### src/rtl/multi_button_processor_pkg.sv
// Shared definitions for the multi-channel button processor: channel state
// encodings, default timing constants and elaboration-time helpers.
package multi_button_processor_pkg;

    typedef enum logic [2:0] {
        ST_IDLE     = 3'd0,
        ST_DEBOUNCE = 3'd1,
        ST_PRESSED  = 3'd2,
        ST_LONG     = 3'd3,
        ST_REL_DB   = 3'd4
    } btn_state_e;

    localparam int DEF_N_CH            = 2;
    localparam int DEF_DEBOUNCE_TIME   = 20;
    localparam int DEF_LONG_PRESS_TIME = 1500;
    localparam int DEF_REPEAT_TIME     = 250;
    localparam int DEF_PULSE_WIDTH     = 10;

    function automatic int max_int(input int a, input int b);
        if (a > b) begin
            return a;
        end else begin
            return b;
        end
    endfunction

endpackage

### src/rtl/multi_button_processor_channel.sv
// One button channel: input synchroniser, press/release debounce FSM with
// short/long classification and auto-repeat, and a fixed-width pulse stretcher.
module multi_button_processor_channel
    import multi_button_processor_pkg::*;
#(
    parameter int DEBOUNCE_TIME   = DEF_DEBOUNCE_TIME,
    parameter int LONG_PRESS_TIME = DEF_LONG_PRESS_TIME,
    parameter int REPEAT_TIME     = DEF_REPEAT_TIME,
    parameter int PULSE_WIDTH     = DEF_PULSE_WIDTH
) (
    input  logic clk_1khz,
    input  logic rst_ni,
    input  logic button,
    input  logic en,
    output logic count_up,
    output logic count_down,
    output logic pressed
);

    localparam int DB_W   = $clog2(DEBOUNCE_TIME + 1);
    localparam int HOLD_W = $clog2(max_int(LONG_PRESS_TIME, REPEAT_TIME) + 1);
    localparam int PW_W   = $clog2(PULSE_WIDTH + 1);

    localparam bit DB_IS_ONE = (DEBOUNCE_TIME == 1);
    localparam bit REPEAT_ON = (REPEAT_TIME != 0);

    localparam logic [DB_W-1:0]   DB_ZERO   = DB_W'(0);
    localparam logic [DB_W-1:0]   DB_ONE    = DB_W'(1);
    localparam logic [DB_W-1:0]   DB_LAST   = DB_W'(DEBOUNCE_TIME - 1);
    localparam logic [HOLD_W-1:0] HOLD_ZERO = HOLD_W'(0);
    localparam logic [HOLD_W-1:0] HOLD_ONE  = HOLD_W'(1);
    localparam logic [HOLD_W-1:0] LONG_LAST = HOLD_W'(LONG_PRESS_TIME - 1);
    localparam logic [HOLD_W-1:0] REP_LAST  = HOLD_W'(REPEAT_ON ? REPEAT_TIME - 1 : 0);
    localparam logic [PW_W-1:0]   PW_ZERO   = PW_W'(0);
    localparam logic [PW_W-1:0]   PW_ONE    = PW_W'(1);
    localparam logic [PW_W-1:0]   PW_LAST   = PW_W'(PULSE_WIDTH - 1);

    logic              sync1_r;
    logic              sync2_r;
    btn_state_e        state_r;
    btn_state_e        state_s;
    logic              origin_long_r;
    logic              origin_long_s;
    logic [DB_W-1:0]   db_cnt_r;
    logic [DB_W-1:0]   db_cnt_s;
    logic [HOLD_W-1:0] hold_cnt_r;
    logic [HOLD_W-1:0] hold_cnt_s;
    logic              pressed_r;
    logic              pressed_s;
    logic              fire_up_s;
    logic              fire_down_s;
    logic              up_r;
    logic              down_r;
    logic [PW_W-1:0]   pw_cnt_r;

    // Two-flop synchroniser; keeps sampling even while the channel is disabled
    always_ff @(posedge clk_1khz or negedge rst_ni) begin
        if (!rst_ni) begin
            sync1_r <= 1'b0;
            sync2_r <= 1'b0;
        end else begin
            sync1_r <= button;
            sync2_r <= sync1_r;
        end
    end

    // Next-state, counter and event decode for the press FSM
    always_comb begin
        state_s       = state_r;
        origin_long_s = origin_long_r;
        db_cnt_s      = db_cnt_r;
        hold_cnt_s    = hold_cnt_r;
        pressed_s     = pressed_r;
        fire_up_s     = 1'b0;
        fire_down_s   = 1'b0;
        if (!en) begin
            state_s       = ST_IDLE;
            origin_long_s = 1'b0;
            db_cnt_s      = DB_ZERO;
            hold_cnt_s    = HOLD_ZERO;
            pressed_s     = 1'b0;
        end else begin
            case (state_r)
                ST_IDLE: begin
                    db_cnt_s   = DB_ZERO;
                    hold_cnt_s = HOLD_ZERO;
                    if (sync2_r) begin
                        if (DB_IS_ONE) begin
                            state_s   = ST_PRESSED;
                            pressed_s = 1'b1;
                        end else begin
                            state_s  = ST_DEBOUNCE;
                            db_cnt_s = DB_ONE;
                        end
                    end else begin
                        state_s = ST_IDLE;
                    end
                end
                ST_DEBOUNCE: begin
                    if (sync2_r) begin
                        if (db_cnt_r == DB_LAST) begin
                            state_s    = ST_PRESSED;
                            pressed_s  = 1'b1;
                            db_cnt_s   = DB_ZERO;
                            hold_cnt_s = HOLD_ZERO;
                        end else begin
                            db_cnt_s = db_cnt_r + DB_ONE;
                        end
                    end else begin
                        state_s  = ST_IDLE;
                        db_cnt_s = DB_ZERO;
                    end
                end
                ST_PRESSED: begin
                    if (sync2_r) begin
                        if (hold_cnt_r == LONG_LAST) begin
                            state_s     = ST_LONG;
                            fire_down_s = 1'b1;
                            hold_cnt_s  = HOLD_ZERO;
                        end else begin
                            hold_cnt_s = hold_cnt_r + HOLD_ONE;
                        end
                    end else begin
                        origin_long_s = 1'b0;
                        if (DB_IS_ONE) begin
                            state_s    = ST_IDLE;
                            pressed_s  = 1'b0;
                            fire_up_s  = 1'b1;
                            hold_cnt_s = HOLD_ZERO;
                        end else begin
                            state_s  = ST_REL_DB;
                            db_cnt_s = DB_ONE;
                        end
                    end
                end
                ST_LONG: begin
                    if (sync2_r) begin
                        if (!REPEAT_ON) begin
                            hold_cnt_s = hold_cnt_r;
                        end else if (hold_cnt_r == REP_LAST) begin
                            fire_down_s = 1'b1;
                            hold_cnt_s  = HOLD_ZERO;
                        end else begin
                            hold_cnt_s = hold_cnt_r + HOLD_ONE;
                        end
                    end else begin
                        origin_long_s = 1'b1;
                        if (DB_IS_ONE) begin
                            state_s    = ST_IDLE;
                            pressed_s  = 1'b0;
                            hold_cnt_s = HOLD_ZERO;
                        end else begin
                            state_s  = ST_REL_DB;
                            db_cnt_s = DB_ONE;
                        end
                    end
                end
                ST_REL_DB: begin
                    if (!sync2_r) begin
                        if (db_cnt_r == DB_LAST) begin
                            state_s    = ST_IDLE;
                            pressed_s  = 1'b0;
                            fire_up_s  = !origin_long_r;
                            db_cnt_s   = DB_ZERO;
                            hold_cnt_s = HOLD_ZERO;
                        end else begin
                            db_cnt_s = db_cnt_r + DB_ONE;
                        end
                    end else begin
                        // Release glitch: resume where the press left off
                        state_s  = origin_long_r ? ST_LONG : ST_PRESSED;
                        db_cnt_s = DB_ZERO;
                    end
                end
                default: begin
                    state_s       = ST_IDLE;
                    origin_long_s = 1'b0;
                    db_cnt_s      = DB_ZERO;
                    hold_cnt_s    = HOLD_ZERO;
                    pressed_s     = 1'b0;
                end
            endcase
        end
    end

    // FSM state, counters and debounced level
    always_ff @(posedge clk_1khz or negedge rst_ni) begin
        if (!rst_ni) begin
            state_r       <= ST_IDLE;
            origin_long_r <= 1'b0;
            db_cnt_r      <= DB_ZERO;
            hold_cnt_r    <= HOLD_ZERO;
            pressed_r     <= 1'b0;
        end else begin
            state_r       <= state_s;
            origin_long_r <= origin_long_s;
            db_cnt_r      <= db_cnt_s;
            hold_cnt_r    <= hold_cnt_s;
            pressed_r     <= pressed_s;
        end
    end

    // Pulse stretcher; a new event restarts the width and cancels the other output
    always_ff @(posedge clk_1khz or negedge rst_ni) begin
        if (!rst_ni) begin
            up_r     <= 1'b0;
            down_r   <= 1'b0;
            pw_cnt_r <= PW_ZERO;
        end else if (!en) begin
            up_r     <= 1'b0;
            down_r   <= 1'b0;
            pw_cnt_r <= PW_ZERO;
        end else if (fire_up_s) begin
            up_r     <= 1'b1;
            down_r   <= 1'b0;
            pw_cnt_r <= PW_LAST;
        end else if (fire_down_s) begin
            up_r     <= 1'b0;
            down_r   <= 1'b1;
            pw_cnt_r <= PW_LAST;
        end else if (pw_cnt_r != PW_ZERO) begin
            pw_cnt_r <= pw_cnt_r - PW_ONE;
        end else begin
            up_r   <= 1'b0;
            down_r <= 1'b0;
        end
    end

    assign count_up   = up_r;
    assign count_down = down_r;
    assign pressed    = pressed_r;

endmodule

### src/rtl/multi_button_processor.sv
// N-channel button press processor feeding the scoreboard score counters;
// each channel is an independent instance of multi_button_processor_channel.
module multi_button_processor
    import multi_button_processor_pkg::*;
#(
    parameter int N_CH            = DEF_N_CH,
    parameter int DEBOUNCE_TIME   = DEF_DEBOUNCE_TIME,
    parameter int LONG_PRESS_TIME = DEF_LONG_PRESS_TIME,
    parameter int REPEAT_TIME     = DEF_REPEAT_TIME,
    parameter int PULSE_WIDTH     = DEF_PULSE_WIDTH
) (
    input  logic            clk_1khz,
    input  logic            rst_ni,
    input  logic [N_CH-1:0] pushbutton_i,
    input  logic [N_CH-1:0] ch_en_i,
    output logic [N_CH-1:0] count_up,
    output logic [N_CH-1:0] count_down,
    output logic [N_CH-1:0] pressed_o
);

    if (N_CH < 1 || N_CH > 8) begin : g_bad_n_ch
        $error("multi_button_processor: N_CH must be 1..8");
    end
    if (DEBOUNCE_TIME < 1) begin : g_bad_debounce
        $error("multi_button_processor: DEBOUNCE_TIME must be >= 1");
    end
    if (LONG_PRESS_TIME <= DEBOUNCE_TIME) begin : g_bad_long
        $error("multi_button_processor: LONG_PRESS_TIME must exceed DEBOUNCE_TIME");
    end
    if (PULSE_WIDTH < 1) begin : g_bad_pulse
        $error("multi_button_processor: PULSE_WIDTH must be >= 1");
    end
    if (REPEAT_TIME != 0 && REPEAT_TIME <= PULSE_WIDTH) begin : g_bad_repeat
        $error("multi_button_processor: REPEAT_TIME must exceed PULSE_WIDTH when enabled");
    end

    for (genvar i = 0; i < N_CH; i++) begin : g_ch
        multi_button_processor_channel #(
            .DEBOUNCE_TIME  (DEBOUNCE_TIME),
            .LONG_PRESS_TIME(LONG_PRESS_TIME),
            .REPEAT_TIME    (REPEAT_TIME),
            .PULSE_WIDTH    (PULSE_WIDTH)
        ) u_channel (
            .clk_1khz  (clk_1khz),
            .rst_ni    (rst_ni),
            .button    (pushbutton_i[i]),
            .en        (ch_en_i[i]),
            .count_up  (count_up[i]),
            .count_down(count_down[i]),
            .pressed   (pressed_o[i])
        );
    end

endmodule

### config.mk
export PLATFORM = sky130hd
export DESIGN_NAME = multi_button_processor
export DESIGN_NICKNAME = d
export VERILOG_FILES = /design/src/rtl/multi_button_processor_pkg.sv /design/src/rtl/multi_button_processor_channel.sv /design/src/rtl/multi_button_processor.sv
export SDC_FILE = /design/constraint.sdc
export NUM_CORES = 1
export LEC_CHECK = 0
export CELL_PAD_IN_SITES_DETAIL_PLACEMENT = 0
export CELL_PAD_IN_SITES_GLOBAL_PLACEMENT = 1
export CORE_MARGIN = 1.5
export CORE_UTILIZATION = 38
export DETAILED_ROUTE_END_ITERATION = 16
export GPL_TIMING_DRIVEN = 0
export PLACE_DENSITY_LB_ADDON = 0.05
export SLEW_MARGIN = 20
export SYNTH_ARGS = -nofsm -noshare
export SYNTH_HDL_FRONTEND = slang
export SYNTH_SLANG_ARGS = --single-unit
### constraint.sdc
create_clock -name clk_1khz -period 2.55 [get_ports clk_1khz]
set_input_delay 0.255 -clock clk_1khz [delete_from_list [all_inputs] [get_ports clk_1khz]]
set_output_delay 0.255 -clock clk_1khz [all_outputs]
set_load 0.02 [all_outputs]
Word-level counts from Yosys, hierarchy flattened

Index checks and enable logic that the tools add are counted.

Register bits: 58
Input port bits: 6
Output and inout port bits: 6
Logic and storage cells: 208

Add/sub/neg operators: 6
Equality and inequality tests: 46
Mux-type cells: 116
Reductions and logical operators: 20

Operators by type and width:

| operator                | number |
|---|---|
| $mux W11                | 16 |
| $pmux W11 S4            | 2 |
| $mux W1                 | 54 |
| $mux W5                 | 10 |
| $mux W3                 | 16 |
| $pmux W5 S4             | 2 |
| $mux W4                 | 8 |
| $ne A3 B2 Y1 const B    | 10 |
| $pmux W3 S5             | 2 |
| $ne A3 B3 Y1 const B    | 8 |
| $add A11 B1 Y11 const B | 2 |
| $eq A11 B11 Y1 const B  | 2 |
| $eq A11 B8 Y1 const B   | 2 |
| $ne A4 B2 Y1 const B    | 4 |
| $ne A4 B4 Y1 const B    | 4 |
| $reduce_and A4 Y1       | 4 |
| $eq A3 B2 Y1 const B    | 4 |
| $pmux W1 S3             | 4 |
| $reduce_or A3 Y1        | 4 |
| $add A5 B1 Y5 const B   | 2 |
| $eq A5 B5 Y1 const B    | 2 |
| $reduce_and A5 Y1       | 2 |
| $ne A2 B2 Y1 const B    | 4 |
| $ne A4 B1 Y1 const B    | 2 |
| 9 further kinds         | 18 |

Longest topological paths before layout

Depth in word-level cells: 8
Depth in mapped cells: 8
Gate-level depth less buffers: 7

Modules after synthesis

From an unflattened synthesis, not the netlist that was laid out.

Cell total of the unflattened synthesis: 362
Area total of the unflattened synthesis: 3472.1 um^2

Modules (own cells, without submodules):

| module                                             | instances | cells an instance | area each (um^2) |
|---|---|---|---|
| multi_button_processor_channel (g_ch[0].u_channel) | 1         | 178               | 1754.2 |
| multi_button_processor_channel (g_ch[1].u_channel) | 1         | 184               | 1717.9 |

Worst setup path after synthesis

No wires, ideal clock.

Path type: register -> register
From: register g_ch[0].u_channel.db_cnt_r[0]
To: register g_ch[0].u_channel.hold_cnt_r[5]
Library setup time: 0.121 ns
Arrival time: 1.725 ns
Required time: 2.429 ns
Slack: 0.704 ns
Cell stages (with the launch flop): 8
Buffers on the path: 1
Clock period less this slack: 1.846 ns
Cells stage by stage: dfrtp_1 -> ha_1 -> and4bb_2 -> o32a_2 -> a21oi_2 -> buf_6 -> a31o_2 -> a22o_1

Longest elaborated chain between the ends: 5
Elaborated cells between the ends (all ways): 6
Classes of those cells: eq/ne (1); mux (5)

RTL lines:

| element                     | RTL line                                                                     | text |
|---|---|---|
| start: declaration          | multi_button_processor_channel.sv:44                                         | `logic [DB_W-1:0] db_cnt_r;` |
| start signal: assignment    | multi_button_processor_channel.sv:197                                        | `db_cnt_r <= db_cnt_s;` |
| $eq A5 B5 Y1 (*)            | multi_button_processor_channel.sv:101, multi_button_processor_channel.sv:160 |  |
| $mux W11 (*)                | --                                                                           |  |
| $mux W11 (on tied branches) | --                                                                           |  |
| $pmux W11 S4 (*)            | --                                                                           |  |
| $mux W11 (*)                | --                                                                           |  |
| end signal: assignment      | multi_button_processor_channel.sv:198                                        | `hold_cnt_r <= hold_cnt_s;` |
| end: declaration            | multi_button_processor_channel.sv:46                                         | `logic [HOLD_W-1:0] hold_cnt_r;` |

Mark *: on every way between the ends. The rest lies on a longest branch, timed or not. The select of a mux whose other input is x is not followed.
A chain may end at the register's enable or synchronous reset.

Final worst setup path

From: register g_ch[1].u_channel.hold_cnt_r[0]
To: register g_ch[1].u_channel.hold_cnt_r[4]

Longest elaborated chain between the ends: 5
Elaborated cells between the ends (all ways): 9
Classes of those cells: add/sub (1); eq/ne (2); mux (6)

RTL lines:

| element                                 | RTL line                                                                     | text |
|---|---|---|
| start: declaration                      | multi_button_processor_channel.sv:46                                         |  |
| start signal: assignment                | multi_button_processor_channel.sv:198                                        |  |
| $add A11 B1 Y11 (tied with other cells) | multi_button_processor_channel.sv:121, multi_button_processor_channel.sv:144 |  |
| $mux W11 (on tied branches)             | multi_button_processor_channel.sv:140, multi_button_processor_channel.sv:116 |  |
| $mux W11 (on tied branches)             | multi_button_processor_channel.sv:137, multi_button_processor_channel.sv:115 |  |
| $pmux W11 S4 (*)                        | multi_button_processor_channel.sv:83                                         | `case (state_r)` |
| $mux W11 (*)                            | multi_button_processor_channel.sv:76                                         | `if (!en) begin` |

Marks and branches as above.

==> metrics <==
status=complete, no violations; Slew Viols, Final=0; synthesized flop and latch total=58; Worst Tran Pin Value=0.7543 ns; syn_area_per_cell=9.019 um^2; Arrival @ worst endpoint=2.42 ns; initial drt markers=82; Cell Rows=34; leading cell types in the layout, fill and taps excluded=58 x dfrtp_1, 32 x nand2_1, 30 x nor2_1; TritonCTS buffer count=9; Area contributors post-synth=dfrtp_1 41%, ha_1 3.6%, nand2_1 3.4%, nor2_1 3.2%, o21ai_0 3.1%; kind of end point of the critical path=register; top cell type's share of synthesized area=just over 40%; Post-Syn Area=3508 um^2; Final Hold Vio Count=0; RSZ-0062 raised after global routing=no; Critical Path Slowest Stage Cell=dfrtp_1; largest net degree at the start of global routing=44; clock transition at the registers of the reported paths=0.07 ns; DRC viols=0; routed wire length=around 8300 um; post-cts resize count=0; die area=9818 um^2; WP data required=2.80 ns; Die Y=99.09 um; CP Max Fanout=10; Tmin final=2.171 ns; H-tree levels=3; Pwr Density=577.6 nW/um^2; number of synthesized flops with an enable pin=0; total clock sinks=slightly below 60; first-pass GRT wire length=14210 um; First-pass DRT Iterations=4; layout cell share with drive strength beyond 1=12.50%; max-cap viol count=0; worst hold-check path type=input port to register; Hold-fix buffers, CTS=1; largest area contributor in the netlist=dfrtp_1; Post-Syn Instances=389; clk buf depth=2; Final Setup Violations=0; Via density=5.603; area grow syn2layout=13.20%; fin crit share=a little under nine tenths; Syn Nets=405; Core Footprint=8848 um^2; io pins=12; ANT cells=0; Rel. slew slack=between 40 and 50%; Ys Warns=0; Post-CTS Setup Repair Bufs=0; critical path cell sequence=ha_1 > nand4_1 > nor4_1 > o21ai_0 > clkbuf_1 > a32oi_1 > o22ai_1; kind of critical path=register to register; DP HPWL=5732 um; routed len/inst=between 15 and 20 um; Post-synth ARST share=100.0%; die extent in x=99.09 um; leakage power=1.637 nW; hold slack=0.2328 ns; vias after detailed routing=2936; total congestion overflow=0; top_reg_cell synth=dfrtp_1; initial antenna violation count=0; post-layout net count=428; starting density of the core=between 30% and 40%; crit-path max cell delay=0.43 ns; Worst Skew=between 0.007 and 0.008 ns; ANT nets after route=0; f_max=approximately 460 MHz; maximum vdd ir drop=0.2464 mV; vias in the first global route=between 2000 and 3000; crit start category=register; Tot Pwr=0.002294 W; commonest non-fill, non-tap cell in the layout=dfrtp_1; Seq/Total Area, Yosys=41.37%; CTS tree=built; CTS root buf=clkbuf_8; GRT Total Usage=18.08%; Clk Latency, worst-skew pair=0.34 ns; post-synth cell types=68; global placement routability congestion=0.8134; I/O Buffers=10
## metal layers
metal	track usage (%)	part of all wire (%)	up-vias	wire length [um]
met2	29.55	48	26	3981
li1	-	-	1473	-
met1	23.60	48	1428	3981
met5	0	0	-	0
met4	6.826	1.5	0	120
met3	3.830	2.3	9	191
## final timing paths
path                            slack (ns)  cells after the start                                     endpoint                                        start
worst max-delay path                  0.38                      7  g_ch[1].u_channel.hold_cnt_r[4]$_DFFE_PN0P_  g_ch[1].u_channel.hold_cnt_r[0]$_DFFE_PN0P_
worst min-delay path                  0.23                      3     g_ch[0].u_channel.count_down$_DFFE_PN0P_                                   ch_en_i[0]
worst max register to register        0.38                      7  g_ch[1].u_channel.hold_cnt_r[4]$_DFFE_PN0P_  g_ch[1].u_channel.hold_cnt_r[0]$_DFFE_PN0P_
worst min register to register        0.35                      0          g_ch[1].u_channel.sync2_r$_DFF_PN0_          g_ch[1].u_channel.sync1_r$_DFF_PN0_
max in group asynchronous             1.73                      3  g_ch[0].u_channel.hold_cnt_r[7]$_DFFE_PN0P_                                       rst_ni
min in group asynchronous             0.33                      2    g_ch[1].u_channel.pw_cnt_r[2]$_DFFE_PN0P_                                       rst_ni
## cells by family after synthesis
kind of cell    synth area share (%)
compound gates                 22.50
xor+xnor                       1.248
simple gates                   24.46
buf+inv                        6.241
fa+ha+maj                      3.566
flops                          41.37
mux                           0.6063
## layout make-up
class	count	area [um^2]
timing repair buffer	12	135.1
clock buffer	10	137.6
inverter	26	97.59
multi-input combinational	283	1838
buffer	22	121.4
sequential	58	1451
tap	108	135.1
clock inverter	5	55.05
fill	876	4877
## cell usage after synthesis, types with 3 or more instances
| master | instances |
|---|---|
| dfrtp_1 | 58 |
| nand2_1 | 32 |
| nor2_1 | 30 |
| inv_1 | 25 |
| o21ai_0 | 22 |
| nand3_1 | 21 |
| a21oi_1 | 20 |
| nor3_1 | 11 |
| a22o_1 | 10 |
| ha_1 | 10 |
| nor2b_1 | 10 |
| clkbuf_1 | 9 |
| o22ai_1 | 8 |
| a31o_2 | 7 |
| a32oi_1 | 7 |
| and3_1 | 7 |
| buf_4 | 7 |
| nand4_1 | 6 |
| o21a_1 | 6 |
| o31ai_1 | 5 |
| and4_1 | 4 |
| buf_2 | 4 |
| nand2b_1 | 4 |
| a31oi_1 | 3 |
| nand3b_1 | 3 |
| nand4bb_1 | 3 |
| nor4_1 | 3 |
| or2_2 | 3 |
| xnor2_1 | 3 |
## critical path, delay by kind of cell (launching register included)
family,cells,cell delay (ns)
AO/OA/AOI/OAI,3,0.77
adder cells (fa/ha/maj),1,0.27
buffers and inverters,1,0.41
flip-flops,1,0.43
AND/OR/NAND/NOR,2,0.20
## sequential cells by signal, indices dropped and copies added (netlist names)
signal	count
g_ch.u_channel.count_up	2
g_ch.u_channel.count_down	2
g_ch.u_channel.sync2_r	2
g_ch.u_channel.sync1_r	2
g_ch.u_channel.state_r	6
g_ch.u_channel.db_cnt_r	10
g_ch.u_channel.pw_cnt_r	8
g_ch.u_channel.origin_long_r	2
g_ch.u_channel.hold_cnt_r	22
g_ch.u_channel.pressed	2
## where the power goes
part / internal [W] / total [W] / leakage (nW) / switching, W
clock: 0.000469 / 0.000861 / 0.0941 / 0.000392
combinational: 0.000180 / 0.000406 / 0.753 / 0.000226
sequential: 0.000981 / 0.00103 / 0.790 / 0.0000464
## stage by stage
step                      utilization, %  instance area, um^2  setup slack, ns  std cells  TNS (ns)
after floorplan                        -                 3508           0.7037        389         0
after global placement             42.31                 3744          -0.7605        507    -43.86
after detailed placement           42.59                 3769           0.1957        508         0
after CTS                          44.88                 3971           0.3730        524         0
after global routing               44.88                 3971           0.1121        524         0
final                              44.88                 3971           0.3788        524         0
(Power assumes the default switching activity.)
